`src/rtl/down_count_sequencer.sv`:
```
// -----------------------------------------------------------------------------
// down_count_sequencer
//
// Sequencing controller for a down-counter datapath. A start command loads a
// programmable value, the count then runs down to zero, and the block either
// stops in DONE or reloads the last start value and keeps running. Pause and
// resume freeze and release the count, and abort returns the block to IDLE
// from any state.
//
// Ports:
//   clk          in   rising-edge system clock
//   set          in   synchronous active-high reset, dominates every command
//   load_val     in   start/reload value, used only on an accepted start
//                     from IDLE or DONE
//   start        in   one-cycle command: begin (IDLE/DONE) or resume (PAUSE)
//   pause        in   one-cycle command: freeze the count (RUN only)
//   abort        in   one-cycle command: back to IDLE from any state
//   auto_reload  in   level, looked at in RUN when cnt is zero
//   cnt          out  current count (registered)
//   busy         out  high in RUN and PAUSE
//   tc_pulse     out  one-cycle pulse on the cycle cnt first reaches zero
//   done         out  sticky flag, high while in DONE
//   laps         out  auto-reloads since the last accepted start (wraps)
//   state        out  IDLE=0, RUN=1, PAUSE=2, DONE=3 (debug visibility)
//
// Handshake: there is no valid/ready pairing here. Each command is a
// single-cycle strobe sampled at the rising edge. When several strobes arrive
// in the same cycle, abort wins over pause, and pause wins over start. A
// strobe that does not apply to the current state is dropped. Nothing is
// queued for a later cycle.
// -----------------------------------------------------------------------------
module down_count_sequencer #(
  parameter int                WIDTH          = 4,
  parameter logic [WIDTH-1:0]  RELOAD_DEFAULT = 4'hF,
  parameter int                LAP_W          = 4
) (
  input  logic             clk,
  input  logic             set,
  input  logic [WIDTH-1:0] load_val,
  input  logic             start,
  input  logic             pause,
  input  logic             abort,
  input  logic             auto_reload,
  output logic [WIDTH-1:0] cnt,
  output logic             busy,
  output logic             tc_pulse,
  output logic             done,
  output logic [LAP_W-1:0] laps,
  output logic [1:0]       state
);

  localparam logic [1:0] S_IDLE  = 2'd0;
  localparam logic [1:0] S_RUN   = 2'd1;
  localparam logic [1:0] S_PAUSE = 2'd2;
  localparam logic [1:0] S_DONE  = 2'd3;

  logic [WIDTH-1:0] reload_reg;

  logic [1:0]       state_nx;
  logic [WIDTH-1:0] cnt_nx;
  logic [WIDTH-1:0] cnt_dec;
  logic             tc_nx;
  logic [LAP_W-1:0] laps_nx;
  logic [WIDTH-1:0] reload_nx;
  logic             load_nz;
  logic             cnt_zero;

  assign load_nz  = |load_val;
  assign cnt_zero = (cnt == '0);
  assign cnt_dec  = cnt - 1'b1;

  always_comb begin
    state_nx  = state;
    cnt_nx    = cnt;
    tc_nx     = 1'b0;
    laps_nx   = laps;
    reload_nx = reload_reg;

    case (state)
      S_IDLE: begin
        // abort is a no-op here. A zero start value is refused because it
        // would produce a run with no count.
        if (!abort && start && load_nz) begin
          state_nx  = S_RUN;
          cnt_nx    = load_val;
          reload_nx = load_val;
          laps_nx   = '0;
        end
      end

      S_RUN: begin
        if (abort) begin
          state_nx = S_IDLE;
          cnt_nx   = '0;
        end else if (pause) begin
          // The count holds and tc is suppressed. The terminal event fires
          // after resume, so it is delayed but never dropped.
          state_nx = S_PAUSE;
        end else if (!cnt_zero) begin
          cnt_nx = cnt_dec;
          tc_nx  = (cnt_dec == '0);
        end else if (auto_reload) begin
          cnt_nx  = reload_reg;
          laps_nx = laps + 1'b1;
        end else begin
          state_nx = S_DONE;
        end
      end

      S_PAUSE: begin
        if (abort) begin
          state_nx = S_IDLE;
          cnt_nx   = '0;
        end else if (start) begin
          // Resume only: load_val is not sampled and cnt holds this cycle.
          state_nx = S_RUN;
        end
      end

      S_DONE: begin
        if (abort) begin
          state_nx = S_IDLE;
          cnt_nx   = '0;
        end else if (start && load_nz) begin
          state_nx  = S_RUN;
          cnt_nx    = load_val;
          reload_nx = load_val;
          laps_nx   = '0;
        end
      end

      default: begin
        state_nx = S_IDLE;
        cnt_nx   = '0;
      end
    endcase
  end

  always_ff @(posedge clk) begin
    if (set) begin
      state      <= S_IDLE;
      cnt        <= '0;
      tc_pulse   <= 1'b0;
      laps       <= '0;
      reload_reg <= RELOAD_DEFAULT;
    end else begin
      state      <= state_nx;
      cnt        <= cnt_nx;
      tc_pulse   <= tc_nx;
      laps       <= laps_nx;
      reload_reg <= reload_nx;
    end
  end

  // Both flags decode the registered state, so no input reaches them
  // combinationally.
  assign busy = (state == S_RUN) || (state == S_PAUSE);
  assign done = (state == S_DONE);

endmodule

```
`config.mk`:
```
export PLATFORM = sky130hd
export DESIGN_NAME = down_count_sequencer
export DESIGN_NICKNAME = d
export VERILOG_FILES = /design/src/rtl/down_count_sequencer.sv
export SDC_FILE = /design/constraint.sdc
export NUM_CORES = 1
export LEC_CHECK = 0
export CORE_UTILIZATION = 49
export CTS_CLUSTER_SIZE = 14
export DETAILED_ROUTE_END_ITERATION = 10
export GPL_TIMING_DRIVEN = 1
export PLACE_DENSITY = 0.78
export SLEW_MARGIN = 20
export SYNTH_ARGS = -nofsm -noshare
export SYNTH_HDL_FRONTEND = slang
export SYNTH_SLANG_ARGS = --single-unit
```
`constraint.sdc`:
```
create_clock -name clk -period 2.75 [get_ports clk]
set_clock_uncertainty 0.1 [all_clocks]
set_input_delay 0.55 -clock clk [delete_from_list [all_inputs] [get_ports clk]]
set_output_delay 0.55 -clock clk [all_outputs]
set_load 0.03 [all_outputs]
```
==> metrics.md <==
| Metric | Value |
|---|---|
| ANT nets after route | 0 |
| I/O Pins | 23 |
| CTS tree | done |
| YS warnings | 0 |
| CTS Buf Count | 3 |
| Largest net degree at the start of global routing | 20 |
| Comb pwr share | 65.2% |
| Number of global-route vias before repair | ~890 |
| Switching part of the total | 47.0% |
| Post-synthesis instance total | 120 |
| Total clock sinks | 15 |
| Cts repair resizes | 0 |
| Syn Std Cell Area | around 1000 um2 |
| Synth Flop Type | dfxtp_1 |
| Area grow syn2layout | 25.3% |
| Internal power | about 0.00074 W |
| Via Count | between 900 and 1000 |
| Switch Pwr | 0.000654 W |
| Total grt overflow | 0 |
| Critical path peak fanout | 5 |
| Antenna violations before repair | 0 |
| Post-route DRC | 0 |
| Clock slew at reported path FFs | 90 ps |
| Clock power frac | 9.1% |
| Initial core utilization | 52.5% |
| Post-Syn Area per Cell | ~8.7 um2 |
| Post-synthesis sequential area ratio | 28.9% |
| Cell Pwr Density | between 1000 and 1500 nW/um2 |
| Buf+Inv Stages, Crit Path | 2 |
| Crit-path max cell delay | 660 ps |
| HP Class | reg2reg |
| Share of power burned in registers | 25.7% |
| Net count, final | 162 |
| Post-Syn Nets | 138 |
| Vias per inst | slightly below 6 |
| Clock Latency Late Sink | 280 ps |
| Row count | 16 |
| Port Buffers | 22 |
| Die Height | 48.1 um |
| Hold depth | 2 |
| Worst path arrival time | 1790 ps |
| Tmin final | 2440 ps |
| Die footprint | 2310 um2 |
| Post-synth EDFFs | 0 |
| Setup ws final | 305 ps |
| WP depth | 3 |
| Max VDD drop | 0.490 mV |
| Post-synth ARST share | 0% |
| Worst slew pin tran | 768 ps |
| Fmax achieved | 409 MHz |
| Critical setup path kind | reg2out |
| Pre-CTS setup slack | 257 ps |
| Hold buffer count at CTS | 0 |
| Status | finished, final reports clean |
| Seq cells post-synth | 15 |
| 1st-iter DRT viols | 25 |
| Tot GR Track Use | 23.0% |
| CTS root buf | clkbuf_4 |
| Pre-antenna DRT Iters | 4 |
| CP top delay family | buffers and inverters |
| RSZ-0062 raised after global routing | no |
| Final Hold Vio Count | 0 |
| CP Launch Type | register |
| Die Wd | 48.1 um |
| Worst R2R Path Depth | 6 |
| CTS max path bufs | 2 |
| Final setup violation count | 0 |
| Worst Setup End Kind | output pin |
| Layout cells sized above 1 | 7.69% |
| Routed WL | 2.42 mm |
| GPL Wtd Cong | 0.859 |
| Synth cell types | 41 |
| Fin crit share | 88.9% |
| Global-route wire length before repair | 3.72 mm |
| Worst Path Required | 2100 ps |
| Setup Buffers After CTS | 0 |
| Max cap viols | 0 |
| DP HPWL | 1.80 mm |
| Core Box Area | 1980 um2 |
| TNS Setup | 0 ps |
| H-tree depth | 1 |
| Antenna fix cells | 0 |
| Slew Limit Fails | 0 |
| CP cell instances | inv_1 > ha_1 > clkdlybuf4s50_1 |
| Fin util | 65.7% |
| Wire per inst | 14.2 um |
| Headroom to the max-slew limit | 48.4% |
| Slowest cell on the critical path | clkdlybuf4s50_1 |
| Pleak | just over 0.5 nW |
## worst paths after layout
kind / from / end / slack, ps
max: state[0] / busy / 310
min: laps[1] / laps[1] / 410
max reg2reg: cnt[0] / cnt[0] / 540
min reg2reg: laps[1] / laps[1] / 410
## layout by cell type, fill, tap and decap left out, types with 2 or more instances in the layout
cell,netlist,layout
clkdlybuf4s50_1,0,22
dfxtp_1,15,15
inv_1,10,10
ha_1,8,8
nor2_1,7,7
nor2b_1,6,6
nand2b_1,6,6
a211o_1,6,6
a21oi_1,6,6
o21ai_0,5,5
nor3_1,4,4
a211oi_1,4,4
mux2i_1,4,4
nand2_1,3,3
clkbuf_4,0,3
o22ai_1,2,2
nand3_1,2,2
a221oi_1,2,2
a311oi_1,2,2
o211ai_1,2,2
nand3b_1,2,2
a22oi_1,2,2
and3_1,2,2
## synth_stat cells (all sizes together), types with 3 or more instances
master	number	area, um2
nand2	3	11.3
dfxtp	15	300
nand2b	6	37.5
a211o	6	52.6
a21oi	6	30.0
o21ai	5	25.0
nor2	7	26.3
inv	10	37.5
nor2b	6	37.5
mux2i	4	40.0
nor3	4	20.0
ha	8	100
a211oi	5	42.5
## power groups by stage
stage / logic, W / clock network (W) / registers [W]
6_report: 0.000907 / 0.000126 / 0.000358
5_1_grt: 0.000999 / 0.000140 / 0.000370
4_1_cts: 0.000906 / 0.000130 / 0.000357
3_5_place_dp: 0.000900 / 0 / 0.000362
3_3_place_gp: 0.000885 / 0 / 0.000359
2_1_floorplan: 0.000598 / 0 / 0.000428
## kinds of logic after synthesis
| family | after synthesis | synth area share (%) |
|---|---|---|
| buffers and inverters | 13 | 5.41 |
| AND/OR/NAND/NOR | 42 | 24.3 |
| flip-flops | 15 | 28.9 |
| AO/OA/AOI/OAI | 37 | 26.8 |
| adder cells (fa/ha/maj) | 8 | 9.63 |
| multiplexers | 5 | 4.93 |
## tightest hold or removal path, cell delays in order, from the launching register on
cell and delay, ps:
dfxtp_1 340, nand2b_1 70, mux2i_1 50
## final cells by class
cell class / count / area (um2)
fillers: 171 / 679
clock buffers: 3 / 22.5
clock inverters: 1 / 5.00
inverters: 10 / 37.5
repair buffers: 22 / 220
multi-input cells: 92 / 683
well taps: 27 / 33.8
flip-flops and latches: 15 / 300
## through the flow
step	total power, W	hold WS (ps)	cells	cell area, um2
after detailed placement	0.00126	400	166	1270
final	0.00139	405	170	1300
after global routing	0.00151	430	170	1300
after CTS	0.00139	413	170	1300
after floorplan	0.00103	430	120	1040
after global placement	0.00124	391	166	1270
## layer usage
metal  vias to the layer above  wire length (um)  GRT usage (%)
met1                       463              1150           29.5
met4                         0                30           10.0
li1                        493                 -              -
met5                         -                 0              0
met3                         5                85           3.40
met2                        25              1150           38.1
Note: power is estimated with default switching activity, not from simulation.
